==> config.mk <==
export PLATFORM = sky130hd
export DESIGN_NAME = ghost_ai_driver
export DESIGN_NICKNAME = d
export VERILOG_FILES = /design/src/rtl/ghost_ai_pkg.sv /design/src/rtl/ghost_dir_select.sv /design/src/rtl/ghost_ai_driver.sv
export SDC_FILE = /design/constraint.sdc
export NUM_CORES = 1
export LEC_CHECK = 0
export BUFFER_PORTS_ARGS = -buffer_cell sky130_fd_sc_hd__buf_2
export CAP_MARGIN = 20
export CORE_ASPECT_RATIO = 2
export CORE_MARGIN = 4
export CORE_UTILIZATION = 60
export DETAILED_ROUTE_END_ITERATION = 10
export PLACE_DENSITY = 0.91
export SLEW_MARGIN = 15
export SYNTH_ARGS = -nofsm -noshare
export SYNTH_HDL_FRONTEND = slang
export SYNTH_HIERARCHICAL = 1
export SYNTH_SLANG_ARGS = --single-unit
==> constraint.sdc <==
create_clock -name clk -period 10.24 [get_ports clk]
set_input_delay 1.024 -clock clk [delete_from_list [all_inputs] [get_ports clk]]
set_output_delay 1.024 -clock clk [all_outputs]
set_load 0.01 [all_outputs]
==> src/rtl/ghost_ai_pkg.sv <==
// Shared types and constants for the ghost AI driver.
//   dir_t   : direction command (DirNone means "no direction yet" / no pulse)
//   mode_t  : driver mode, encoded as presented on the mode output
//   Idx*    : bit positions in the 4-bit enable vector, clockwise from up
//   Lfsr*   : SCATTER pseudo-random source (8-bit Fibonacci, taps 8,6,5,4)
package ghost_ai_pkg;

  typedef enum logic [2:0] {
    DirNone  = 3'd0,
    DirUp    = 3'd1,
    DirRight = 3'd2,
    DirDown  = 3'd3,
    DirLeft  = 3'd4
  } dir_t;

  typedef enum logic [1:0] {
    ModeIdle    = 2'd0,
    ModeChase   = 2'd1,
    ModeScatter = 2'd2,
    ModeHalt    = 2'd3
  } mode_t;

  // Clockwise order; also the SCATTER scan order before rotation.
  localparam logic [1:0] IdxUp    = 2'd0;
  localparam logic [1:0] IdxRight = 2'd1;
  localparam logic [1:0] IdxDown  = 2'd2;
  localparam logic [1:0] IdxLeft  = 2'd3;

  localparam logic [7:0] LfsrSeed = 8'hA5;
  // Taps 8,6,5,4 (1-based) are bits 7,5,4,3.
  localparam logic [7:0] LfsrTaps = 8'b1011_1000;

  function automatic logic [7:0] lfsr_next(input logic [7:0] s);
    return {s[6:0], ^(s & LfsrTaps)};
  endfunction

  // Enable-vector index to direction; dir_t values follow index order offset by one.
  function automatic dir_t dir_from_idx(input logic [1:0] idx);
    return dir_t'({1'b0, idx} + 3'd1);
  endfunction

endpackage

==> src/rtl/ghost_dir_select.sv <==
// Combinational direction chooser.
//   en       : legal moves, indexed by IdxUp/IdxRight/IdxDown/IdxLeft
//   dx, dy   : signed pacman-minus-ghost deltas (y grows downward)
//   mode     : ModeChase steers toward pacman, ModeScatter uses the LFSR rotation,
//              any other mode yields DirNone
//   lfsr_low : low two LFSR bits, the SCATTER scan start index
//   last_dir : last issued direction; its opposite is avoided unless it is the only move
//   dir      : chosen direction, DirNone when nothing is legal
module ghost_dir_select
  import ghost_ai_pkg::*;
(
  input  logic        [3:0] en,
  input  logic signed [10:0] dx,
  input  logic signed [9:0]  dy,
  input  mode_t              mode,
  input  logic        [1:0]  lfsr_low,
  input  dir_t               last_dir,
  output dir_t               dir
);

  logic [3:0]  rev_mask;
  logic [3:0]  allowed;
  logic [10:0] adx;
  logic [9:0]  ady;
  logic        horiz;
  logic        p_ok, s_ok;
  logic [1:0]  p_idx, s_idx;
  logic [1:0]  rot_idx;

  always_comb begin
    rev_mask = 4'b0000;
    case (last_dir)
      DirUp:    rev_mask[IdxDown]  = 1'b1;
      DirRight: rev_mask[IdxLeft]  = 1'b1;
      DirDown:  rev_mask[IdxUp]    = 1'b1;
      DirLeft:  rev_mask[IdxRight] = 1'b1;
      default:  rev_mask = 4'b0000;
    endcase
    // Reversing is only allowed when it is the single legal move.
    if (rev_mask != 4'b0000 && en == rev_mask) begin
      allowed = en;
    end else begin
      allowed = en & ~rev_mask;
    end
  end

  always_comb begin
    adx   = dx[10] ? 11'(-dx) : 11'(dx);
    ady   = dy[9]  ? 10'(-dy) : 10'(dy);
    horiz = adx >= {1'b0, ady};
    // A zero delta on an axis contributes no candidate on that axis.
    if (horiz) begin
      p_ok  = dx != 11'sd0;
      p_idx = dx[10] ? IdxLeft : IdxRight;
      s_ok  = dy != 10'sd0;
      s_idx = dy[9] ? IdxUp : IdxDown;
    end else begin
      p_ok  = dy != 10'sd0;
      p_idx = dy[9] ? IdxUp : IdxDown;
      s_ok  = dx != 11'sd0;
      s_idx = dx[10] ? IdxLeft : IdxRight;
    end
  end

  always_comb begin
    dir     = DirNone;
    rot_idx = 2'd0;
    if (mode == ModeChase) begin
      if (p_ok && allowed[p_idx]) begin
        dir = dir_from_idx(p_idx);
      end else if (s_ok && allowed[s_idx]) begin
        dir = dir_from_idx(s_idx);
      end else if (allowed[IdxUp]) begin
        dir = DirUp;
      end else if (allowed[IdxLeft]) begin
        dir = DirLeft;
      end else if (allowed[IdxDown]) begin
        dir = DirDown;
      end else if (allowed[IdxRight]) begin
        dir = DirRight;
      end
    end else if (mode == ModeScatter) begin
      for (int i = 0; i < 4; i++) begin
        rot_idx = lfsr_low + 2'(i);
        if (dir == DirNone && allowed[rot_idx]) begin
          dir = dir_from_idx(rot_idx);
        end
      end
    end
  end

endmodule

==> src/rtl/ghost_ai_driver.sv <==
// Ghost AI driver: issues one-cycle direction pulses to a ghost block every
// DECIDE_PERIOD clocks, alternating CHASE and SCATTER phases.
//   clk, reset              : rising-edge clock, synchronous active-high reset
//   go                      : level, starts play from IDLE
//   win, loose              : game over, forces HALT until reset
//   uE, dE, rE, lE          : legal-move flags for the ghost's current tile
//   xGhost/yGhost, xPac/yPac: positions (10-bit x, 9-bit y)
//   up, down, left, right   : registered direction pulses
//   start                   : registered one-cycle pulse on leaving IDLE
//   mode                    : 0 IDLE, 1 CHASE, 2 SCATTER, 3 HALT
module ghost_ai_driver
  import ghost_ai_pkg::*;
#(
  parameter int unsigned DECIDE_PERIOD     = 1_000_000,
  parameter int unsigned CHASE_DECISIONS   = 20,
  parameter int unsigned SCATTER_DECISIONS = 7
) (
  input  logic       clk,
  input  logic       reset,
  input  logic       go,
  input  logic       win,
  input  logic       loose,
  input  logic       uE,
  input  logic       dE,
  input  logic       rE,
  input  logic       lE,
  input  logic [9:0] xGhost,
  input  logic [8:0] yGhost,
  input  logic [9:0] xPac,
  input  logic [8:0] yPac,
  output logic       up,
  output logic       down,
  output logic       left,
  output logic       right,
  output logic       start,
  output logic [1:0] mode
);

  localparam int unsigned TickW  = $clog2(DECIDE_PERIOD);
  localparam int unsigned DecMax = (CHASE_DECISIONS > SCATTER_DECISIONS) ?
                                   CHASE_DECISIONS : SCATTER_DECISIONS;
  localparam int unsigned DecW   = (DecMax > 1) ? $clog2(DecMax) : 1;

  localparam logic [TickW-1:0] TickLast    = TickW'(DECIDE_PERIOD - 1);
  localparam logic [DecW-1:0]  ChaseLast   = DecW'(CHASE_DECISIONS - 1);
  localparam logic [DecW-1:0]  ScatterLast = DecW'(SCATTER_DECISIONS - 1);

  mode_t              state_q;
  logic [TickW-1:0]   tick_q;
  logic [DecW-1:0]    dec_q;
  logic [7:0]         lfsr_q;
  dir_t               last_q;

  logic signed [10:0] dx;
  logic signed [9:0]  dy;
  logic [3:0]         en;
  dir_t               sel;
  logic               decide;
  logic               phase_done;

  assign dx = 11'({1'b0, xPac}) - 11'({1'b0, xGhost});
  assign dy = 10'({1'b0, yPac}) - 10'({1'b0, yGhost});

  always_comb begin
    en          = 4'b0000;
    en[IdxUp]    = uE;
    en[IdxRight] = rE;
    en[IdxDown]  = dE;
    en[IdxLeft]  = lE;
  end

  assign decide     = (state_q == ModeChase || state_q == ModeScatter) && tick_q == TickLast;
  assign phase_done = dec_q == ((state_q == ModeChase) ? ChaseLast : ScatterLast);
  assign mode       = state_q;

  ghost_dir_select u_dir_select (
    .en       (en),
    .dx       (dx),
    .dy       (dy),
    .mode     (state_q),
    .lfsr_low (lfsr_q[1:0]),
    .last_dir (last_q),
    .dir      (sel)
  );

  always_ff @(posedge clk) begin
    if (reset) begin
      state_q <= ModeIdle;
      tick_q  <= '0;
      dec_q   <= '0;
      lfsr_q  <= LfsrSeed;
      last_q  <= DirNone;
      up      <= 1'b0;
      down    <= 1'b0;
      left    <= 1'b0;
      right   <= 1'b0;
      start   <= 1'b0;
    end else begin
      // All command outputs are single-cycle pulses.
      up    <= 1'b0;
      down  <= 1'b0;
      left  <= 1'b0;
      right <= 1'b0;
      start <= 1'b0;
      if (win || loose) begin
        // Game over wins over any pending decision or start.
        state_q <= ModeHalt;
        tick_q  <= '0;
        dec_q   <= '0;
      end else begin
        unique case (state_q)
          ModeIdle: begin
            if (go) begin
              state_q <= ModeChase;
              tick_q  <= '0;
              dec_q   <= '0;
              start   <= 1'b1;
            end
          end
          ModeChase, ModeScatter: begin
            if (decide) begin
              tick_q <= '0;
              up     <= sel == DirUp;
              down   <= sel == DirDown;
              left   <= sel == DirLeft;
              right  <= sel == DirRight;
              if (sel != DirNone) begin
                last_q <= sel;
              end
              if (state_q == ModeScatter) begin
                lfsr_q <= lfsr_next(lfsr_q);
              end
              // The phase-switching decision still issues its pulse above.
              if (phase_done) begin
                state_q <= (state_q == ModeChase) ? ModeScatter : ModeChase;
                dec_q   <= '0;
              end else begin
                dec_q <= dec_q + DecW'(1);
              end
            end else begin
              tick_q <= tick_q + TickW'(1);
            end
          end
          ModeHalt: begin
          end
        endcase
      end
    end
  end

endmodule

* After elaboration in Yosys (flattened, before gate mapping) *
Index checks and enable logic that the tools add are counted.

word-level totals
  register bits after elaboration = 43
  input bits = 47
  output and inout port bits = 7
  logic and storage cells = 143

cells by class
  add/sub/neg operators = 15
  order comparisons = 7
  equality and inequality tests = 18
  mux-type cells = 58
  bitwise gates (word level) = 6
  reduce and logical (&&, ||, !) cells = 29

operator list
  cell                   number
  $mux 3                 17
  $mux 20                2
  $pmux 20 s2            1
  $add 20x1->20 const B  1
  $eq 20x20->1 const B   1
  $mux 2                 10
  $mux 5                 4
  $add 2x1->3 const B    6
  $lt 2x3->1 const B     6
  $mux 1                 13
  $bmux 1 s2             6
  $eq 3x2->1 const B     4
  $reduce_and 4->1       3
  $ge 11x10->1           1
  $mux 11                1
  $neg 11->11            1
  $reduce_bool 11->1     1
  $sub 10x10->11         1
  $mux 10                1
  $neg 10->10            1
  $pmux 5 s2             1
  $reduce_bool 10->1     1
  $sub 9x9->10           1
  $logic_not 3->1        3
  28 further kinds       46

* Depth between registers and ports, before layout *
Gate-level depths: netlist of run 1.

  depth after elaboration = 27
  mapped depth = 26
  mapped depth without buffers = 26

* Modules after synthesis *
Netlist of run 1, hierarchy kept.

modules (own cells, without submodules)
  module            times used  cells each  area each (sq um)  sequential area each (sq um)
  ghost_ai_driver   1           357         2846.5             860.8
  ghost_dir_select  1           201         1512.7             0.0

* Worst setup path after synthesis of run 1 *
No wires, ideal clock.

  kind = input -> register
  start = input port xPac[0]
  end = register down
  library setup time = 66 ps
  data arrival time = 5446 ps
  required time = 10174 ps
  slack = 4728 ps
  cell stages on the path = 24
  buffers on the path = 2
  path through = inv_1 ha_1 inv_1 fa_1 a21oi_1 o21ai_0 o211ai_1 a21oi_1 a31oi_1 clkbuf_1 clkbuf_1 o21ai_0 xnor2_1 ha_1 o21ai_0 o21ai_0 inv_1 a21oi_1 o211ai_1 a21oi_1 or4_1 o211ai_1 or4b_2 nor2_1

between the ends
  longest elaborated chain between the ends = 12
  elaborated cells on any way between the ends = 22
  those cells by class = 4 x add/sub; 1 x order compare; 1 x eq/ne; 13 x mux; 3 x reduce/logical

ends and longest elaborated chain
  what                          RTL line                source
  start: declaration            ghost_ai_driver.sv:29   input logic [9:0] xPac,
  $sub 10x10->11 *              ghost_ai_driver.sv:61   assign dx = 11'({1'b0, xPac}) - 11'({1'b0, xGhost});
  via dx[10]                    ghost_ai_driver.sv:54   logic signed [10:0] dx;
  $neg 11->11                   ghost_dir_select.sv:48  adx = dx[10] ? 11'(-dx) : 11'(dx);
  $mux 11                       ghost_dir_select.sv:48
  $ge 11x10->1                  ghost_dir_select.sv:50  horiz = adx >= {1'b0, ady};
  $mux 2                        ghost_dir_select.sv:52  if (horiz) begin
  $bmux 1 s2                    ghost_dir_select.sv:71  end else if (s_ok && allowed[s_idx]) begin
  $mux 1 (not written as such)  ghost_dir_select.sv:71
  $logic_and 1x1->1             ghost_dir_select.sv:71
  $mux 3                        ghost_dir_select.sv:71
  $mux 3 *                      ghost_dir_select.sv:69  if (p_ok && allowed[p_idx]) begin
  $mux 3 *                      ghost_dir_select.sv:68  if (mode == ModeChase) begin
  via sel[2]                    ghost_ai_driver.sv:57   dir_t sel;
  $eq 3x2->1 *                  ghost_ai_driver.sv:124  down <= sel == DirDown;
  end signal: assignment        ghost_ai_driver.sv:124
  end: declaration              ghost_ai_driver.sv:32   output logic down,

The timed path passes the listed nets; every way through them passes the cells marked *. The select of a mux whose other input is x is not followed.
A chain may end at the register's enable or synchronous reset.

* Worst setup path in the final report of run 1 *
  start = input port yGhost[1]
  end = register down

between the ends
  longest elaborated chain between the ends = 12
  elaborated cells on any way between the ends = 22
  those cells by class = 4 x add/sub; 1 x order compare; 1 x eq/ne; 13 x mux; 3 x reduce/logical

ends and longest elaborated chain
  what                          RTL line                source
  start: declaration            ghost_ai_driver.sv:28   input logic [8:0] yGhost,
  $sub 9x9->10 *                ghost_ai_driver.sv:62   assign dy = 10'({1'b0, yPac}) - 10'({1'b0, yGhost});
  via dy[9]                     ghost_ai_driver.sv:55   logic signed [9:0] dy;
  $neg 10->10                   ghost_dir_select.sv:49  ady = dy[9] ? 10'(-dy) : 10'(dy);
  $mux 10                       ghost_dir_select.sv:49
  $ge 11x10->1                  ghost_dir_select.sv:50
  $mux 2                        ghost_dir_select.sv:52
  $bmux 1 s2                    ghost_dir_select.sv:71
  $mux 1 (not written as such)  ghost_dir_select.sv:71
  $logic_and 1x1->1             ghost_dir_select.sv:71
  $mux 3                        ghost_dir_select.sv:71
  $mux 3 *                      ghost_dir_select.sv:69
  $mux 3 *                      ghost_dir_select.sv:68
  via sel[2]                    ghost_ai_driver.sv:57
  $eq 3x2->1 *                  ghost_ai_driver.sv:124

Marked as above.

==> results_dict.tcl, run 1 <==
set metrics [dict create \
    status "finished clean" \
    post-cts-setup-buffer-count 0 \
    drt_wl_total_um 10800 \
    num_rows 43 \
    gp_congestion 0.936 \
    ys_async_sr_fraction_pct 0 \
    firstDrtPassIters 4 \
    grt_pass1_vias 4447 \
    track_usage_pct 26.6 \
    ant_nets 0 \
    holdWs_ns 0.455 \
    leakage_nw 2.00 \
    power.density_mw_per_mm2 119 \
    crit_path_end_kind "flop" \
    drive_gt1_share_pct 14.6 \
    die_h_um 129 \
    syn_nets 651 \
    finalCriticalPeriod_ns 5.61 \
    cts_buffers 5 \
    cts_buffer_depth 2 \
    antenna_found_initial 0 \
    ys_seq_area_share_pct 19.7 \
    syn-cell-area_mm2 0.00436 \
    hold_violations 0 \
    drt-initial-drc-count 165 \
    fin_nets 701 \
    wl_per_cell_um 15.5 \
    synth_cell_types 75 \
    vias 4292 \
    period_share_pct 54.8 \
    start_util_pct 62.3 \
    portBuffers 53 \
    synth_edf_count 0 \
    route.detailed.drc 0 \
    grt_pass1_wl_um 18300 \
    max_slew_margin_pct 50.0 \
    dp_hpwl_um 8690 \
    cts_tree "built" \
    worst-endpoint-arrival_ns 5.84 \
    tightest_slew_ns 0.747 \
    antennaDiodeCount 0 \
    fmax_mhz 178 \
    avgSynthCellArea_um2 7.81 \
    post_cts_resized 0 \
    cts_sinks 43 \
    worstSetupPathType "in2reg" \
    die_area_mm2 0.00878 \
    min_path_type "reg2reg" \
    area_growth_pct 10.9 \
    synth_ff_type "dfxtp_1" \
    required_ns 10.47 \
    cts_max_level 2 \
    grt_overflow 0 \
    rsz0062_at_grt "false" \
    chipWidth_um 68.3 \
    ys_ff_latch 43 \
    drv_slew 0 \
    clk_latency_ns 0.29 \
    final.setup.tns_ns 0 \
    setup_viol 0 \
    clk_pin_slew_ns 0.06 \
    cts_root_buf "clkbuf_16" \
    grt_max_degree 21 \
    core_mm2 0.00699 \
    routed_via_density 6.14 \
    hold_buffers 0 \
    fin_worst_skew_ns 0.00725 \
    worstPathMaxFanout 10 \
    maxCapViolCount 0 \
    top_level_ports 54 \
    critPathLaunchType "input port" \
    synth_cells 558 \
    peakVddDrop_uv 146 \
    yosys_warnings 6 \
]
==> layer usage <==
metal,share of wire [%],track usage [%]
met1,33,22.7
met3,3.1,4.19
met4,6.3,19.6
met2,57,51.0
met5,0,0
==> area by class of cell <==
type                            instances  area, um2
Clock buffer                            5        125
Inverter                               48        181
Fill cell                             573       2160
Timing Repair Buffer                   54        273
Tap cell                               90        113
Multi-Input combinational cell        456       3270
Clock inverter                          3       15.0
Sequential cell                        43        861
==> worst max-delay path, cell delays in order <==
cell and delay (ns):
buf_2 0.09, inv_1 0.09, ha_1 0.24, nor2b_1 0.13
o21ai_0 0.18, a21oi_1 0.12, o41ai_1 0.45, o21a_1 0.43
inv_1 0.19, nor2_1 0.16, xnor2_1 0.08, ha_1 0.30
nand2_1 0.05, o21ai_0 0.25, a21oi_1 0.15, a21oi_1 0.38
o211ai_1 0.19, a21oi_1 0.19, or4_1 0.15, o211ai_1 0.18
or4b_2 0.72, nor2_1 0.10
==> registers in the layout (all words and copies together), names as in the netlist <==
name / cells
dec_q: 5
down: 1
last_q: 3
left: 1
lfsr_q: 8
mode: 2
right: 1
start: 1
tick_q: 20
up: 1
==> Yosys cell counts (3+ instances only) <==
| cell | n | area, um2 |
|---|---|---|
| dfxtp_1 | 43 | 861 |
| nor3_1 | 22 | 110 |
| or4b_1 | 3 | 30.0 |
| a211oi_1 | 4 | 30.0 |
| nor2_1 | 61 | 229 |
| mux2i_1 | 10 | 100 |
| and2_1 | 6 | 37.5 |
| o211a_1 | 3 | 30.0 |
| nand3b_1 | 4 | 30.0 |
| a31oi_1 | 7 | 43.8 |
| and3_1 | 4 | 25.0 |
| and4_1 | 4 | 35.0 |
| o31ai_1 | 3 | 22.5 |
| o211ai_1 | 4 | 30.0 |
| o41ai_1 | 4 | 35.0 |
| mux4_1 | 3 | 78.8 |
| a21o_1 | 3 | 22.5 |
| inv_1 | 47 | 176 |
| xor2_1 | 17 | 149 |
| nand3_1 | 18 | 90.1 |
| clkbuf_1 | 9 | 33.8 |
| nand4_1 | 11 | 68.8 |
| mux2_2 | 4 | 45.0 |
| a211o_1 | 5 | 43.8 |
| a21oi_1 | 26 | 130 |
| nand2b_1 | 8 | 50.1 |
| nand2_1 | 49 | 184 |
| nor2b_1 | 6 | 37.5 |
| ha_1 | 44 | 551 |
| xnor2_1 | 32 | 280 |
| or4_1 | 3 | 22.5 |
| or3_1 | 5 | 31.3 |
| o21a_1 | 5 | 37.5 |
| nor4_1 | 6 | 37.5 |
| o21ai_0 | 26 | 130 |
==> path summary, 6_finish.rpt <==
path / end / slack [ns] / start / cells past startpoint
worst max-delay path: down / 4.63 / yGhost[1] / 22
worst max register to register: down / 6.09 / last_q[0] / 12
worst min register to register: lfsr_q[6] / 0.46 / lfsr_q[6] / 2
worst min-delay path: lfsr_q[6] / 0.46 / lfsr_q[6] / 2
==> cells in the final DEF, fill, tap and decap left out, types with 5 or more instances in the layout <==
master / netlist / final
a211o_1: 5 / 5
a21oi_1: 26 / 26
a31oi_1: 7 / 7
and2_1: 6 / 6
buf_2: 1 / 53
clkbuf_16: 0 / 5
dfxtp_1: 43 / 43
ha_1: 44 / 44
inv_1: 47 / 47
mux2i_1: 10 / 10
nand2_1: 49 / 49
nand2b_1: 8 / 8
nand3_1: 18 / 18
nand4_1: 11 / 11
nor2_1: 61 / 61
nor2b_1: 6 / 6
nor3_1: 22 / 22
nor4_1: 6 / 6
o21a_1: 5 / 5
o21ai_0: 26 / 26
or3_1: 5 / 5
xnor2_1: 32 / 32
xor2_1: 17 / 17
==> per-stage QoR <==
step                      cell area (um2)  setup slack (ns)  power [mW]  cells  util, %
after floorplan                      4360              4.73       0.364    558        -
after global placement               4690              4.46       0.410    691     67.1
after detailed placement             4690              4.35       0.422    691     67.1
after CTS                            4830              4.65       0.575    699     69.1
after global routing                 4830              4.01       0.615    699     69.1
final                                4830              4.63       0.576    699     69.1
==> cell families after synthesis <==
group | share of synthesized area (%)
and+or+nand+nor | 27.6
AOI/OAI and AO/OA | 18.3
buffers and inverters | 5.31
xor gates and xnor gates | 9.84
adders and majority gates | 13.5
DFF | 19.7
muxes | 5.65
==> power breakdown <==
part,switching (mW),internal (mW)
Sequential,0.00167,0.168
Clock,0.0648,0.0889
Combinational,0.150,0.102
Note: power is estimated with default switching activity, not from simulation.
==> run 2: changes to the inputs <==
--- a/config.mk
+++ b/config.mk
@@ -9,9 +9,9 @@
 export CAP_MARGIN = 20
 export CORE_ASPECT_RATIO = 2
 export CORE_MARGIN = 4
-export CORE_UTILIZATION = 60
+export CORE_UTILIZATION = 54
 export DETAILED_ROUTE_END_ITERATION = 10
-export PLACE_DENSITY = 0.91
+export PLACE_DENSITY = 0.87
 export SLEW_MARGIN = 15
 export SYNTH_ARGS = -nofsm -noshare
 export SYNTH_HDL_FRONTEND = slang
==> constraint.sdc (replaced) <==
create_clock -name clk -period 4.9 [get_ports clk]
set_input_delay 0.49 -clock clk [delete_from_list [all_inputs] [get_ports clk]]
set_output_delay 0.49 -clock clk [all_outputs]
set_load 0.01 [all_outputs]
==> run 2 against run 1 <==
Effect of this change: count of clock-buffer cells in the layout stayed put; largest cell class unchanged; largest power group unchanged; hold slack gained 0.0043 ns; critical path depth is 5 higher.
==> results_dict.tcl, run 2 (synthesized netlist as in run 1, its figures left out) <==
set metrics [dict create \
    vias 4453 \
    worst-endpoint-arrival_ns 5.05 \
    finalCriticalPeriod_ns 4.84 \
    antennaDiodeCount 0 \
    gr-max-usage-layer "met2" \
    period_share_pct 98.8 \
    power.density_mw_per_mm2 268 \
    stdcell_count 732 \
    routed_via_density 6.08 \
    worstSetupPathType "in2reg" \
    n_fill_cell 654 \
    reg_top3 "tick_q x20, lfsr_q x8, dec_q x5" \
    dp_hpwl_um 9060 \
    chipWidth_um 71.5 \
    ant_nets 0 \
    min_path_type "reg2reg" \
    fmax_mhz 206 \
    grt_pass1_vias 4547 \
    cts_sinks 43 \
    fin_worst_skew_ns 0.00428 \
    grtUsageMet3_pct 3.06 \
    setup_slack_ns 0.0566 \
    portBuffers 53 \
    power_mw 1.41 \
    tightest_slew_ns 0.731 \
    drive_gt1_share_pct 23.3 \
    most-common-layout-cells "56 x nor2_1, 53 x buf_2, 49 x nand2_1" \
    cts_max_level 2 \
    route.detailed.drc 0 \
    regMostFlops "tick_q" \
    fin_nets 728 \
    required_ns 5.10 \
    final_common_cell "nor2_1" \
    top_level_ports 54 \
    grt_overflow 0 \
    drv_slew 0 \
    rsz0062_at_grt "true" \
    die_area_mm2 0.00966 \
    cts_buffers 5 \
    cts_buffer_depth 2 \
    die_h_um 135 \
    crit_path_end_kind "flop" \
    clk_pin_slew_ns 0.06 \
    antenna_found_initial 0 \
    core_mm2 0.00789 \
    peakVddDrop_uv 395 \
    worstPathMaxFanout 5 \
    wl_per_cell_um 16.1 \
    cts_root_buf "clkbuf_16" \
    final_area_mm2 0.00526 \
    cts_tree "built" \
    max_slew_margin_pct 51.0 \
    status "finished clean" \
    area_growth_pct 20.6 \
    setup_viol 0 \
    clk_latency_ns 0.29 \
    start_util_pct 55.3 \
    critPathLaunchType "input port" \
    drt-initial-drc-count 198 \
    grt_use_met1_pct 21.3 \
    drt_wl_total_um 11800 \
    maxCapViolCount 0 \
    firstDrtPassIters 4 \
    grt_pass1_wl_um 19100 \
    rrSetupSlack_ns 0.67 \
    gp_congestion 0.914 \
    track_usage_pct 23.8 \
    use_met2_pct 48.2 \
    num_rows 46 \
    dpl_cell_area_mm2 0.00487 \
    grt_max_degree 19 \
    largest_reg_flops 20 \
    post-place-ws_ns -0.235 \
    hold_violations 0 \
    dp.cells 719 \
    holdWs_ns 0.459 \
    leakage_nw 2.19 \
    hold_buffers 0 \
]
-- run 2: final timing paths --
kind,startpoint,cells past startpoint,to
min reg2reg,lfsr_q[6],2,lfsr_q[6]
max,yPac[0],27,right
max reg2reg,last_q[0],13,right
min,lfsr_q[6],2,lfsr_q[6]
-- run 2: final cells by class --
type | count | area, um2 | share of cell area (%)
clock buffer | 5 | 125 | 2.38
clock inverter | 3 | 15.0 | 0.286
inverter | 48 | 181 | 3.45
multi-input combinational | 456 | 3480 | 66.2
sequential | 43 | 861 | 16.4
tap | 96 | 120 | 2.29
timing repair buffer | 81 | 475 | 9.05
-- run 2: metal layers --
metal | vias to the layer above | routed length [um]
met4 | 0 | 469
met5 | - | 0
met1 | 2128 | 3960
met2 | 117 | 6970
met3 | 39 | 357
li1 | 2169 | -
-- run 2: power by group --
part           leakage (nW)  internal, mW  switching [mW]
combinational          1.77         0.326           0.405
clock                0.0733         0.186           0.134
sequential            0.347         0.352         0.00376
-- run 2: critical path, stage by stage --
cell,delay [ns]
buf_2,0.10
inv_1,0.04
ha_2,0.17
inv_1,0.06
fa_2,0.35
a21o_1,0.19
a211oi_2,0.21
nor2_1,0.10
nor2_1,0.14
xnor2_1,0.10
buf_4,0.16
o41ai_2,0.29
xor2_1,0.19
ha_1,0.29
nand4_1,0.16
nor2_2,0.08
a21oi_4,0.22
a21oi_4,0.11
buf_4,0.15
a211o_1,0.29
buf_4,0.15
a21oi_1,0.15
o21ai_0,0.13
o211ai_1,0.25
buf_4,0.21
inv_1,0.07
nor3_2,0.20
-- run 2: timing repair --
item,in CTS,in global routing
setup buffers,0,5
setup endpoints to repair,0,7
resized for setup,0,45
-- run 2: through the flow --
stage	utilization [%]	setup TNS, ns
finish	66.7	0
global route	66.7	-1.44
CTS	63.6	0
detailed placement	61.8	-1.46
global placement	61.8	-0.0300
floorplan	-	0
==> run 3: changes to the inputs <==
--- a/config.mk
+++ b/config.mk
@@ -11,7 +11,7 @@
 export CORE_MARGIN = 4
 export CORE_UTILIZATION = 54
 export DETAILED_ROUTE_END_ITERATION = 10
-export PLACE_DENSITY = 0.87
+export PLACE_DENSITY = 0.85
 export SLEW_MARGIN = 15
 export SYNTH_ARGS = -nofsm -noshare
 export SYNTH_HDL_FRONTEND = slang
==> run 3 against run 2 <==
Effect of this change: combinational power down 5.1%; critical path depth down 1; final cell count grew 0.14%; maximum frequency up 1.3%; core utilization fell by 0.11 points; non-clock buffer count rose by 2; die area did not move; register-to-register slack better by 0.09 ns; design area shrank 0.17%; count of clock-buffer cells in the layout grew 1; clock power increased by 2%; largest cell class unchanged; largest power group unchanged.
==> results_dict.tcl, run 3 (synthesized netlist as in run 1, its figures left out) <==
set metrics [dict create \
    largest_reg_flops 20 \
    fin_worst_skew_ns 0.00467 \
    antennaDiodeCount 0 \
    leakage_nw 2.20 \
    area_growth_pct 20.4 \
    power.density_mw_per_mm2 263 \
    clk_latency_ns 0.29 \
    max_slew_margin_pct 51.7 \
    most-common-layout-cells "58 x nor2_1, 52 x buf_2, 49 x nand2_1" \
    grt_pass1_wl_um 18500 \
    grt_overflow 0 \
    regToRegEndpoint "down" \
    track_usage_pct 23.0 \
    status "finished clean" \
    portBuffers 53 \
    slowest_delay_ns 0.54 \
    cts_buffer_depth 2 \
    reg_top3 "tick_q x20, lfsr_q x8, dec_q x5" \
    hold_depth 2 \
    regMostFlops "tick_q" \
    die_area_mm2 0.00966 \
    cts_max_level 2 \
    path_common_cell "nor2_1" \
    fmax_mhz 209 \
    cts_buffers 5 \
    drt-initial-drc-count 207 \
    tightest_slew_ns 0.721 \
    worstSetupPathType "in2reg" \
    critPathLaunchType "input port" \
    hp-start "lfsr_q[6]" \
    fin_util_pct 66.6 \
    clk_pin_slew_ns 0.06 \
    min_to "lfsr_q[6]" \
    fin_nets 730 \
    chipWidth_um 71.5 \
    routed_via_density 6.04 \
    power_mw 1.38 \
    start_util_pct 55.3 \
    dp_hpwl_um 8720 \
    wl_per_cell_um 15.7 \
    top_level_ports 54 \
    finalCriticalPeriod_ns 4.78 \
    worstPathMaxFanout 6 \
    crit_path_end_kind "flop" \
    cts_sinks 43 \
    grt_max_degree 19 \
    hold_violations 0 \
    worst-endpoint-arrival_ns 4.95 \
    vias 4426 \
    cts_root_buf "clkbuf_16" \
    core_mm2 0.00789 \
    rrSetupSlack_ns 0.76 \
    r2r-start "last_q[0]" \
    final_common_cell "nor2_1" \
    peakVddDrop_uv 310 \
    antenna_found_initial 0 \
    min_path_type "reg2reg" \
    period_share_pct 97.6 \
    drt_wl_total_um 11500 \
    path_buf_inv 5 \
    num_rows 46 \
    required_ns 5.06 \
    cts_tree "built" \
    grt_pass1_vias 4330 \
    gp_congestion 0.932 \
    setup_viol 0 \
    drive_gt1_share_pct 23.9 \
    cp_top_family "compound AO/OA/AOI/OAI gates" \
    worstRegToRegCells 12 \
    firstDrtPassIters 6 \
    die_h_um 135 \
    rsz0062_at_grt "true" \
    drv_slew 0 \
    ant_nets 0 \
    route.detailed.drc 0 \
    maxCapViolCount 0 \
    cp_slowest_cell "or4_4" \
]
-- run 3: changes by cell type in the layout (fill, tap and decap cells not counted), moves of 3 or more --
cell,change
inv_1,-3
nor3_2,-3
nor3_1,+3
a21oi_2,+4
-- run 3: how the worst max path moves through the flow --
stage	start	end	depth (start not counted)
final	yPac[0]	last_q[0]	26
after global routing	yPac[0]	last_q[0]	26
after CTS	yPac[0]	last_q[0]	26
after detailed placement	yPac[0]	last_q[0]	26
after global placement	yPac[0]	last_q[0]	25
after floorplan	xPac[0]	down	24
-- run 3: worst register-to-register path, delay by kind of cell, from the launching register on --
kind	cells	cell delay, ns
adders and majority gates	1	0.28
and+or+nand+nor	4	1.42
muxes	2	0.81
DFF	1	0.42
AOI/OAI and AO/OA	5	1.14
-- run 3: final cells by class --
cell class	instances	area, um2
inverter	48	184
clock inverter	1	5.00
fill	648	2640
sequential	43	861
clock buffer	6	139
multi-input combinational	456	3440
tap	96	120
timing repair buffer	83	494
-- run 3: through the flow --
| step | setup slack, ns | setup TNS (ns) | instance area, um2 | std cells | hold slack [ns] |
|---|---|---|---|---|---|
| floorplan | 0.0726 | 0 | 4360 | 558 | 0.432 |
| global placement | -0.0699 | -0.211 | 4870 | 719 | 0.442 |
| detailed placement | -0.296 | -1.46 | 4870 | 719 | 0.452 |
| CTS | 0.00526 | 0 | 5010 | 726 | 0.459 |
| global route | -0.107 | -0.446 | 5250 | 733 | 0.493 |
| finish | 0.117 | 0 | 5250 | 733 | 0.457 |
-- run 3: per-layer routing --
metal | global-route usage (%) | vias to the layer above | share of wire [%]
met1 | 20.7 | 2109 | 34
li1 | - | 2162 | -
met2 | 47.7 | 129 | 60
met3 | 2.53 | 26 | 3.3
met5 | 0 | - | 0
met4 | 10.7 | 0 | 2.8
-- run 3: repair_timing --
action                                  4_1_cts  5_1_grt
hold buffers                                  0        0
setup buffers                                 0        7
endpoints found under the hold margin         0        0
resized for setup                             0       46
pin swaps                                     1       29
endpoints found under the setup margin        1        7
-- run 3: report_power, final --
part	switching, mW	total, mW	internal (mW)	leakage (nW)
Combinational	0.381	0.694	0.313	1.78
Clock	0.129	0.328	0.199	0.0727
Sequential	0.00362	0.356	0.352	0.347
Total	0.514	1.38	0.864	2.20
